--- src/rtl/whack_pkg.sv ---
// Shared definitions for the whack-a-mole controller: state codes, LFSR taps and default seed.
package whack_pkg;

    // State codes are also decoded by drawImage and the LED logic.
    localparam logic [2:0] ST_IDLE      = 3'd0;
    localparam logic [2:0] ST_GAP       = 3'd1;
    localparam logic [2:0] ST_UP        = 3'd2;
    localparam logic [2:0] ST_GAME_OVER = 3'd6;

    typedef enum logic [2:0] {
        S_IDLE      = ST_IDLE,
        S_GAP       = ST_GAP,
        S_UP        = ST_UP,
        S_GAME_OVER = ST_GAME_OVER
    } game_state_e;

    // Right-shifting Galois form of x^16 + x^14 + x^13 + x^11 + 1.
    localparam logic [15:0] LFSR_TAPS    = 16'hB400;
    localparam logic [15:0] DEFAULT_SEED = 16'hACE1;

endpackage

--- src/rtl/whack_lfsr.sv ---
// Free-running 16-bit Galois LFSR; loads SEED on reset and advances every clock.
module whack_lfsr
    import whack_pkg::*;
#(
    parameter logic [15:0] SEED = DEFAULT_SEED
) (
    input  logic        clk,
    input  logic        reset,
    output logic [15:0] value
);

    always_ff @(posedge clk) begin
        if (reset) begin
            value <= SEED;
        end else begin
            value <= {1'b0, value[15:1]} ^ (value[0] ? LFSR_TAPS : 16'h0000);
        end
    end

endmodule

--- src/rtl/whack_game_ctrl.sv ---
// Whack-a-mole game controller: mole pick, game/mole timers, scoring and high score.
// Build option WHACK_MISS_PENALTY_EN: each miss decrements the score, saturating at 0.
module whack_game_ctrl
    import whack_pkg::*;
#(
    parameter int          NUM_MOLES  = 4,
    parameter int          SCORE_W    = 8,
    parameter int          TIME_W     = 7,
    parameter int          GAME_TICKS = 60,
    parameter int          MOLE_TICKS = 2,
    parameter logic [15:0] LFSR_SEED  = DEFAULT_SEED
) (
    input  logic                 clk,
    input  logic                 reset,
    input  logic                 tick_i,
    input  logic                 start_i,
    input  logic [NUM_MOLES-1:0] hit_i,
    output logic [2:0]           state_o,
    output logic [NUM_MOLES-1:0] mole_o,
    output logic [SCORE_W-1:0]   score_o,
    output logic [SCORE_W-1:0]   high_score_o,
    output logic [TIME_W-1:0]    time_left_o,
    output logic                 hit_o,
    output logic                 miss_o,
    output logic                 draw_req_o
);

    localparam int IDX_W = $clog2(NUM_MOLES);
    localparam int MT_W  = $clog2(MOLE_TICKS + 1);

    game_state_e          state, state_next, state_prev;
    logic [15:0]          lfsr;
    logic                 start_q, start_p, start_edge;
    logic [NUM_MOLES-1:0] hit_q, hit_p, hit_edge;
    logic [NUM_MOLES-1:0] mole;
    logic [SCORE_W-1:0]   score, high_score;
    logic [TIME_W-1:0]    time_left;
    logic [MT_W-1:0]      mole_timer;
    logic [IDX_W-1:0]     prev_idx, raw_idx, pick_idx;
    logic                 prev_valid;
    logic                 game_end, correct, wrong, timeout, hit_ev, miss_ev;

    whack_lfsr #(.SEED(LFSR_SEED)) u_lfsr (
        .clk   (clk),
        .reset (reset),
        .value (lfsr)
    );

    assign start_edge = start_q & ~start_p;
    assign hit_edge   = hit_q & ~hit_p;

    // Never repeat the previous mole: bump to the next hole on a collision.
    always_comb begin
        raw_idx  = IDX_W'(lfsr % 16'(NUM_MOLES));
        pick_idx = raw_idx;
        if (prev_valid && raw_idx == prev_idx) begin
            pick_idx = (raw_idx == IDX_W'(NUM_MOLES - 1)) ? '0 : raw_idx + IDX_W'(1);
        end
    end

    always_ff @(posedge clk) begin
        if (reset) begin
            state <= S_IDLE;
        end else begin
            state <= state_next;
        end
    end

    always_comb begin
        state_next = state;
        game_end   = 1'b0;
        correct    = 1'b0;
        wrong      = 1'b0;
        timeout    = 1'b0;
        case (state)
            S_IDLE: begin
                if (start_edge) state_next = S_GAP;
            end
            S_GAP: begin
                if (tick_i) begin
                    if (time_left == TIME_W'(1)) begin
                        game_end   = 1'b1;
                        state_next = S_GAME_OVER;
                    end else begin
                        state_next = S_UP;
                    end
                end
            end
            S_UP: begin
                correct = |(hit_edge & mole);
                wrong   = (|hit_edge) & ~correct;
                timeout = tick_i && (mole_timer == MT_W'(MOLE_TICKS - 1));
                // The final game tick overrides whatever else happens this cycle.
                if (tick_i && time_left == TIME_W'(1)) begin
                    game_end   = 1'b1;
                    state_next = S_GAME_OVER;
                end else if (correct || timeout) begin
                    state_next = S_GAP;
                end
            end
            S_GAME_OVER: begin
                if (start_edge) state_next = S_IDLE;
            end
            default: state_next = S_IDLE;
        endcase
        hit_ev  = correct & ~game_end;
        miss_ev = (wrong | timeout) & ~correct & ~game_end;
    end

    always_ff @(posedge clk) begin
        if (reset) begin
            start_q    <= 1'b0;
            start_p    <= 1'b0;
            hit_q      <= '0;
            hit_p      <= '0;
            mole       <= '0;
            score      <= '0;
            high_score <= '0;
            time_left  <= '0;
            mole_timer <= '0;
            prev_idx   <= '0;
            prev_valid <= 1'b0;
            hit_o      <= 1'b0;
            miss_o     <= 1'b0;
            draw_req_o <= 1'b0;
            state_prev <= S_IDLE;
        end else begin
            start_q    <= start_i;
            start_p    <= start_q;
            hit_q      <= hit_i;
            hit_p      <= hit_q;
            hit_o      <= hit_ev;
            miss_o     <= miss_ev;
            state_prev <= state;
            draw_req_o <= (state != state_prev);
            case (state)
                S_IDLE: begin
                    if (start_edge) begin
                        score     <= '0;
                        time_left <= TIME_W'(GAME_TICKS);
                    end
                end
                S_GAP: begin
                    if (tick_i) begin
                        time_left <= time_left - TIME_W'(1);
                        if (!game_end) begin
                            mole       <= NUM_MOLES'(1) << pick_idx;
                            prev_idx   <= pick_idx;
                            prev_valid <= 1'b1;
                            mole_timer <= '0;
                        end
                    end
                end
                S_UP: begin
                    if (tick_i) begin
                        time_left  <= time_left - TIME_W'(1);
                        mole_timer <= mole_timer + MT_W'(1);
                    end
                    if (game_end || hit_ev || (miss_ev && timeout)) mole <= '0;
                    if (hit_ev && score != '1) score <= score + SCORE_W'(1);
`ifdef WHACK_MISS_PENALTY_EN
                    if (miss_ev && score != '0) score <= score - SCORE_W'(1);
`endif
                end
                S_GAME_OVER: begin
                    if (score > high_score) high_score <= score;
                end
                default: ;
            endcase
        end
    end

    assign state_o      = state;
    assign mole_o       = mole;
    assign score_o      = score;
    assign high_score_o = high_score;
    assign time_left_o  = time_left;

endmodule
--- config.mk ---
export PLATFORM = sky130hd
export DESIGN_NAME = whack_game_ctrl
export DESIGN_NICKNAME = d
export VERILOG_FILES = /design/src/rtl/whack_pkg.sv /design/src/rtl/whack_lfsr.sv /design/src/rtl/whack_game_ctrl.sv
export SDC_FILE = /design/constraint.sdc
export NUM_CORES = 1
export LEC_CHECK = 0
export ABC_AREA = 1
export CAP_MARGIN = 20
export CORE_MARGIN = 1
export CORE_UTILIZATION = 60
export CTS_BUF_LIST = sky130_fd_sc_hd__clkbuf_8
export DETAILED_ROUTE_END_ITERATION = 6
export GPL_ROUTABILITY_DRIVEN = 0
export PLACE_DENSITY = 0.86
export SLEW_MARGIN = 20
export SYNTH_ARGS = -nofsm -noshare
export SYNTH_HDL_FRONTEND = slang
export SYNTH_HIERARCHICAL = 1
export SYNTH_SLANG_ARGS = --single-unit
--- constraint.sdc ---
create_clock -name clk -period 4.04 [get_ports clk]
set_input_delay 0.808 -clock clk [delete_from_list [all_inputs] [get_ports clk]]
set_output_delay 0.808 -clock clk [all_outputs]
set_load 0.1 [all_outputs]
# After elaboration in Yosys (flattened, before gate mapping)

Index checks and enable logic that the tools add are counted.

Logic and storage cells: 108
Output and inout port bits: 33
Flip-flop bits (word level): 67

Order comparisons: 1
Mux-type cells: 31
Bitwise gates (word level): 14
Shift operators: 1
Reductions and logical operators: 22
Add/sub/neg operators: 4
Equality and inequality tests: 18

Operators by type and width:

| cell                                             | number |
|---|---|
| two-way mux 3 bit                                | 6 |
| two-way mux 16 bit                               | 1 |
| two-way mux 8 bit                                | 2 |
| case mux 8 bit (2 select lines)                  | 1 |
| XOR 15 x 16 -> 16 bit                            | 1 |
| two-way mux 7 bit                                | 2 |
| != test 2 bit, second input constant             | 7 |
| case mux 7 bit (2 select lines)                  | 1 |
| two-way mux 4 bit                                | 3 |
| case mux 3 bit (4 select lines)                  | 1 |
| AND reduction 4 bit                              | 3 |
| two-way mux 2 bit                                | 5 |
| AND reduction 3 bit                              | 3 |
| adder 8 x 1 -> 8 bit, second input constant      | 1 |
| AND 4 bit                                        | 2 |
| greater-than comparator 8 bit                    | 1 |
| != test 8 bit, second input constant             | 1 |
| case mux 4 bit (2 select lines)                  | 1 |
| OR reduction 4 bit                               | 2 |
| == test 7 x 1 -> 1 bit, second input constant    | 1 |
| subtractor 7 x 1 -> 7 bit, second input constant | 1 |
| two-way mux 1 bit                                | 6 |
| nonzero test 2 bit                               | 3 |
| AND 1 bit                                        | 5 |
| other kinds (21)                                 | 31 |

# Logic depth before layout (Yosys ltp)

Gate-level depths: netlist of run 1.

Depth in word-level cells: 14
Mapped depth: 12
Gate-level depth less buffers: 11

# By module

The synthesis of run 1 kept the hierarchy.

By module, submodules not included:

| module          | cells each | times used | seq. area each (um^2) | area an instance (um^2) |
|---|---|---|---|---|
| whack_game_ctrl | 380        | 1          | 1021.0                | 2687.6 |
| whack_lfsr      | 51         | 1          | 320.3                 | 474.2 |

# Worst setup path after synthesis of run 1

No wires, ideal clock.

Path kind: flip-flop to flip-flop
Start: register high_score[7] (netlist: high_score_o[7])
End: register high_score[5] (netlist: high_score_o[5])
Path buffers: 1
Data required time: 3.921 ns
Setup slack: 1.695 ns
Period minus slack after synthesis: 2.345 ns
Arrival time: 2.226 ns
Stages on the path, launching flop included: 11
Path through: dfxtp_1 > inv_1 > ha_1 > nand2_1 > nor2_1 > nand2_1 > nand3_1 > buf_2 > nand3_1 > nand2_1 > nor2_1

Cells in the longest elaborated chain, start to end: 2

Ends and longest elaborated chain:

| item                          | RTL line               | RTL |
|---|---|---|
| start, declared               | whack_game_ctrl.sv:36  | `logic [SCORE_W-1:0] score, high_score;` |
| start signal, assigned        | whack_game_ctrl.sv:166 | `if (score > high_score) high_score <= score;` |
| greater-than comparator 8 bit | whack_game_ctrl.sv:166 |  |
| AND reduction 2 bit (no line) | n/a                    |  |

No other way between the ends.
A chain may end at the register's enable or synchronous reset.

# Final worst setup path of run 1

Start: register state[1] (netlist: state_o[1])
End: output state_o[1]

RTL lines:

| item                   | RTL line              | RTL |
|---|---|---|
| start, declared        | whack_game_ctrl.sv:31 | `game_state_e state, state_next, state_prev;` |
| start signal, assigned | whack_game_ctrl.sv:65 | `state <= state_next;` |
| end, declared          | whack_game_ctrl.sv:18 | `output logic [2:0] state_o,` |

No word-level cell between the ends.

==> results_dict.tcl, run 1 <==
set metrics [dict create \
    holdWs_ns 0.406 \
    path_delay_family "buffers and inverters" \
    holdPathStages 2 \
    hp-start "u_lfsr/value[15]$_SDFF_PP1_" \
    synth_warnings 6 \
    initial_core_util 0.623 \
    p_comb_frac 0.485 \
    clockPowerShare 0.204 \
    reg2reg_depth 9 \
    synth.avg_cell_area_um2 7.34 \
    grt_pass1_wl_um 10800 \
    leakagePower_nw 1.65 \
    wire_per_inst_um 11.8 \
    clock_latency_ns 0.35 \
    hold_buffers 0 \
    dieArea_mm2 0.00556 \
    async_flop_share 0 \
    hpwl_um 4680 \
    power.density_mw_per_mm2 724 \
    drc 0 \
    post_cts_resized 0 \
    die_w_um 74.6 \
    ys_top_cells_by_area "dfxtp_1, nand2_1, nor2_1, inv_1, a21oi_1" \
    crit_slowest_cell "clkdlybuf4s50_1" \
    relSlewSlack 0.331 \
    io_buffers 40 \
    slowest_delay_ns 1.19 \
    synthDistinctLibCells 35 \
    tightest_slew_ns 1.00 \
    synth_top_area_frac 0.424 \
    rsz0062_at_grt "no" \
    synth.most_common_cell "nand2_1" \
    core_area_mm2 0.00507 \
    synth_common_cells "nand2_1, nor2_1, inv_1, dfxtp_1, a21oi_1" \
    wirelength_um 6500 \
    clock_sinks 67 \
    critical_path_required_ns 3.23 \
    fin_tns_setup_ns 0 \
    status "finished clean" \
    seqPwrFrac 0.311 \
    die_h_um 74.6 \
    p_sw_frac 0.488 \
    synth_edf_count 0 \
    synth_area_leader_cell "dfxtp_1" \
    grt_pass1_vias 2625 \
    drive_gt1_frac 0.0835 \
    skew_ns 0.00755 \
    postSynthCellCount 431 \
    fillers 419 \
    grt_max_degree 46 \
    max_cap_viol_count 0 \
    crit_arrival_ns 2.05 \
    hold_violations 0 \
    worstSetupStartpointType "flip-flop" \
    post_cts_buffers 0 \
    viasPerCell 5.10 \
    r2r_end "high_score_o[7]$_SDFFE_PP0P_" \
    ant_nets 0 \
    ctsHtreeMaxLevel 3 \
    clock_path_buffers 2 \
    path_class "reg2out" \
    synth_seq_cells 67 \
    pin_count 41 \
    grtUsageTotal 0.255 \
    num_rows 26 \
    setup_viol 0 \
    syn2layout_area_growth_pct 20.5 \
    synthesis.area_mm2 0.00316 \
    hold-path-endpoint "u_lfsr/value[14]$_SDFF_PP0_" \
    r2r-start "high_score_o[6]$_SDFFE_PP0P_" \
    ys_seq_area_frac 0.424 \
    drv_slew 0 \
    overflow 0 \
    ir_drop_mv 0.538 \
    crit_chain "clkdlybuf4s50_1" \
    fmax_mhz 350 \
    critical_path_buf_inv_count 1 \
    worst-path-max-fanout 7 \
    cts-root-buf "clkbuf_8" \
    crit_path_end_kind "output port" \
    switchingPower_w 0.00135 \
    finalCriticalPeriod_ns 2.86 \
    fin_crit_sh 0.707 \
    syn-num-nets 452 \
    p_int_w 0.00141 \
    hp-class "reg2reg" \
    drt_first_pass_iters 4 \
    grt_antenna_before_repair 0 \
    layout.nets 495 \
    cts_tree "built" \
    reg2reg_slack_ns 2.12 \
    drt-initial-drc-count 204 \
    numCtsBuffers 9 \
    clk_pin_slew_ns 0.07 \
    ys.flop_type "dfxtp_1" \
    vias 2799 \
    diodes 0 \
]
[area by class of cell]
type | instances | area [µm²] | share of cell area
sequential | 67 | 1340 | 0.352
tap | 70 | 87.6 | 0.0230
inverter | 73 | 274 | 0.0719
multi-input combinational | 282 | 1500 | 0.393
timing repair buffer | 41 | 408 | 0.107
clock buffer | 10 | 138 | 0.0361
clock inverter | 6 | 65.1 | 0.0171
[placed cells by master (no fill, tap or decap), drive strengths merged, types with 3 or more instances in the layout]
cell type      count
clkinvlp           3
nand4              3
o21ai             16
nor3               7
nor2              74
clkbuf            10
xor2               3
nand3             35
a31oi              3
clkdlybuf4s50     40
nand2             79
ha                13
dfxtp             67
inv               75
or2                6
a21oi             33
xnor2              4
[worst max-delay path by stage]
stage	from	cells past startpoint	slack [ns]	endpoint
global route	state_o[1]$_SDFFE_PP0P_	1	1.11	state_o[1]
global placement	reset	4	1.56	hit_o$_SDFF_PP0_
finish	state_o[1]$_SDFFE_PP0P_	1	1.18	state_o[1]
CTS	state_o[1]$_SDFFE_PP0P_	1	1.17	state_o[1]
detailed placement	reset	4	1.48	hit_o$_SDFF_PP0_
floorplan	high_score_o[7]$_SDFFE_PP0P_	10	1.70	high_score_o[5]$_SDFFE_PP0P_
[cell families after synthesis]
group / share of synthesized area
adder cells (fa/ha/maj): 0.0514
XOR/XNOR: 0.0194
AND/OR/NAND/NOR: 0.305
flip-flops: 0.424
buffers and inverters: 0.102
AO/OA/AOI/OAI: 0.0977
[routing by layer]
metal  up-vias  global-route usage  wire (µm)
li1       1443                   -          -
met1      1283               0.300       2870
met4         0               0.117        135
met2        57               0.439       3240
met5         -                   0          0
met3        16              0.0610        257
[power by group through the flow]
stage	Sequential [W]	Combinational, W	Clock [W]
2_1_floorplan	0.00137	0.000558	0
3_3_place_gp	0.000869	0.00130	0
3_5_place_dp	0.000873	0.00133	0
4_1_cts	0.000858	0.00134	0.000572
5_1_grt	0.000875	0.00145	0.000596
6_report	0.000857	0.00134	0.000562
[per-stage QoR]
step	std cells	power (W)	worst slack [ns]	instance area, µm²	utilization
after global placement	533	0.00217	1.56	3610	0.711
after CTS	549	0.00277	1.17	3810	0.751
after detailed placement	533	0.00221	1.48	3610	0.711
final	549	0.00276	1.18	3810	0.751
after floorplan	431	0.00193	1.70	3160	-
after global routing	549	0.00292	1.11	3810	0.751
[registers in the layout, summed over array words and instances (netlist names), 2 cells and up]
name and cells:
hit_q 4, high_score_o 8, state_o 3, score_o 8
time_left_o 7, prev_idx 2, u_lfsr/value 16, mole_timer 2
hit_p 4, mole_o 4, state_prev 3
[worst register-to-register path, stage by stage, from the launching register on]
cell and delay, ns:
dfxtp_1 0.36, inv_1 0.06, ha_1 0.30, nand2_1 0.06, nor2_1 0.23, nand2_1 0.09
nand3_1 0.40, nand3_1 0.16, nand2_1 0.11, nor2_1 0.05
(Power assumes the default switching activity.)
==> run 2, diff against run 1 <==
--- a/config.mk
+++ b/config.mk
@@ -8,11 +8,11 @@
 export ABC_AREA = 1
 export CAP_MARGIN = 20
 export CORE_MARGIN = 1
-export CORE_UTILIZATION = 60
+export CORE_UTILIZATION = 57
 export CTS_BUF_LIST = sky130_fd_sc_hd__clkbuf_8
 export DETAILED_ROUTE_END_ITERATION = 6
 export GPL_ROUTABILITY_DRIVEN = 0
-export PLACE_DENSITY = 0.86
+export PLACE_DENSITY = 0.82
 export SLEW_MARGIN = 20
 export SYNTH_ARGS = -nofsm -noshare
 export SYNTH_HDL_FRONTEND = slang
==> constraint.sdc (replaced) <==
create_clock -name clk -period 3 [get_ports clk]
set_input_delay 0.6 -clock clk [delete_from_list [all_inputs] [get_ports clk]]
set_output_delay 0.6 -clock clk [all_outputs]
set_load 0.1 [all_outputs]
==> results_dict.tcl, run 2 (synthesized netlist as in run 1, its figures left out) <==
set metrics [dict create \
    viasPerCell 5.06 \
    r2r-start "score_o[3]$_SDFFE_PP0P_" \
    wire_per_inst_um 11.2 \
    max_cap_viol_count 0 \
    hp-class "reg2reg" \
    grtUsageMet2 0.387 \
    p_comb_frac 0.480 \
    grt_pass1_vias 2582 \
    pin_count 41 \
    status "finished clean" \
    crit_slowest_cell "dfxtp_1" \
    fin_crit_sh 0.680 \
    worst-path-max-fanout 16 \
    rsz0062_at_grt "no" \
    drc 0 \
    dieArea_mm2 0.00585 \
    reg2reg_slack_ns 0.96 \
    clockPowerShare 0.199 \
    post_cts_buffers 0 \
    clk_pin_slew_ns 0.07 \
    mostFrequentLayoutCell "nand2_1" \
    clock_latency_ns 0.33 \
    r2r_end "high_score_o[5]$_SDFFE_PP0P_" \
    die_h_um 76.5 \
    fin_ws_ns 0.961 \
    syn2layout_area_growth_pct 17.6 \
    clock_sinks 67 \
    drive_gt1_frac 0.152 \
    relSlewSlack 0.532 \
    overflow 0 \
    grt_pass1_wl_um 11100 \
    io_buffers 40 \
    worst_path_most_repeated_cell "a21oi_1" \
    die_w_um 76.5 \
    core_area_mm2 0.00524 \
    worstSetupStartpointType "flip-flop" \
    fmax_mhz 490 \
    holdPathStages 1 \
    grt_util_met1 0.299 \
    vias 2779 \
    grt_antenna_before_repair 0 \
    grt_busiest_layer "met2" \
    grt_max_degree 45 \
    hold_violations 0 \
    wirelength_um 6180 \
    switchingPower_w 0.00178 \
    multi_input_area_mm2 0.00150 \
    hp-start "u_lfsr/value[6]$_SDFF_PP1_" \
    num_rows 26 \
    place_inst 533 \
    ir_drop_mv 0.858 \
    layout.nets 495 \
    cts_tree "built" \
    ant_nets 0 \
    final_cell_mix "nand2_1, inv_1, nor2_1, dfxtp_1, buf_4" \
    p_int_w 0.00186 \
    slowest_delay_ns 0.47 \
    initial_core_util 0.604 \
    place_area_mm2 0.00353 \
    hold_buffers 0 \
    p_sw_frac 0.489 \
    path_class "reg2reg" \
    seqPwrFrac 0.321 \
    clock_path_buffers 2 \
    reg2reg_depth 7 \
    tightest_slew_ns 0.702 \
    numCtsBuffers 9 \
    finalCriticalPeriod_ns 2.04 \
    grtUsageTotal 0.236 \
    drv_slew 0 \
    setup_viol 0 \
    fillers 439 \
    holdWs_ns 0.405 \
    final_area_mm2 0.00372 \
    cts-root-buf "clkbuf_8" \
    hpwl_um 4310 \
    leakagePower_nw 1.72 \
    crit_chain "ha_1 > a21oi_1 > o21ai_0 > nand2_1 > nand3_1 > a21oi_1 > nor2_1" \
    ctsHtreeMaxLevel 3 \
    largest_reg_flops 16 \
    drt_first_pass_iters 4 \
    met3_usage 0.0563 \
    finalNonFillerCells 549 \
    crit_path_end_kind "flip-flop" \
    fin_tns_setup_ns 0 \
    dp_slack_ns 0.879 \
    regArea_mm2 0.00134 \
    skew_ns 0.00770 \
    crit_arrival_ns 2.26 \
    diodes 0 \
    registers.top_by_ff_count "u_lfsr/value" \
    hold-path-endpoint "u_lfsr/value[5]$_SDFF_PP1_" \
    post_cts_resized 0 \
    power.density_mw_per_mm2 979 \
    critical_path_required_ns 3.23 \
    drt-initial-drc-count 104 \
]
[run 2: cell types whose count changed in the layout (fill, tap and decap cells not counted), sizes merged]
| cell | before | now |
|---|---|---|
| inv | 75 | 74 |
| clkinvlp | 3 | 1 |
| buf | 1 | 34 |
| clkdlybuf4s50 | 40 | 7 |
| clkinv | 0 | 3 |
[run 2: worst max-delay path by stage]
stage / startpoint / to / cells past startpoint
CTS: score_o[3]$_SDFFE_PP0P_ / high_score_o[1]$_SDFFE_PP0P_ / 7
floorplan: high_score_o[7]$_SDFFE_PP0P_ / high_score_o[5]$_SDFFE_PP0P_ / 10
detailed placement: tick_i / mole_o[0]$_SDFFE_PP0P_ / 7
finish: score_o[3]$_SDFFE_PP0P_ / high_score_o[5]$_SDFFE_PP0P_ / 7
global route: score_o[3]$_SDFFE_PP0P_ / high_score_o[0]$_SDFFE_PP0P_ / 8
global placement: tick_i / mole_o[3]$_SDFFE_PP0P_ / 7
[run 2: per-stage QoR]
step                      utilization  total power, W
final                           0.710         0.00364
after global routing            0.710         0.00387
after CTS                       0.710         0.00366
after detailed placement        0.673         0.00293
after global placement          0.673         0.00289
after floorplan                     -         0.00260
[run 2: metal layers]
layer / up-vias / part of all wire
met5: - / 0
met4: 0 / 0.011
met3: 6 / 0.035
met2: 40 / 0.45
met1: 1295 / 0.50
li1: 1438 / -
[run 2: power groups by stage]
stage / sequential [W] / clock (W) / combinational [W]
floorplan: 0.00185 / 0 / 0.000751
global placement: 0.00118 / 0 / 0.00172
detailed placement: 0.00118 / 0 / 0.00174
CTS: 0.00117 / 0.000747 / 0.00175
global route: 0.00119 / 0.000787 / 0.00189
finish: 0.00117 / 0.000726 / 0.00175
[run 2: layout make-up]
cell class	instances	area share
clock buffers	10	0.0370
clock inverters	6	0.0151
inverters	73	0.0737
multi-input cells	282	0.403
flip-flops and latches	67	0.361
well taps	70	0.0235
repair buffers	41	0.0875
[run 2: worst max-delay path: cells and delay by family, from the launching register on]
kind / cells / cell delay (ns)
simple gates: 3 / 0.56
fa+ha+maj: 1 / 0.30
compound gates: 3 / 0.60
flops: 1 / 0.47
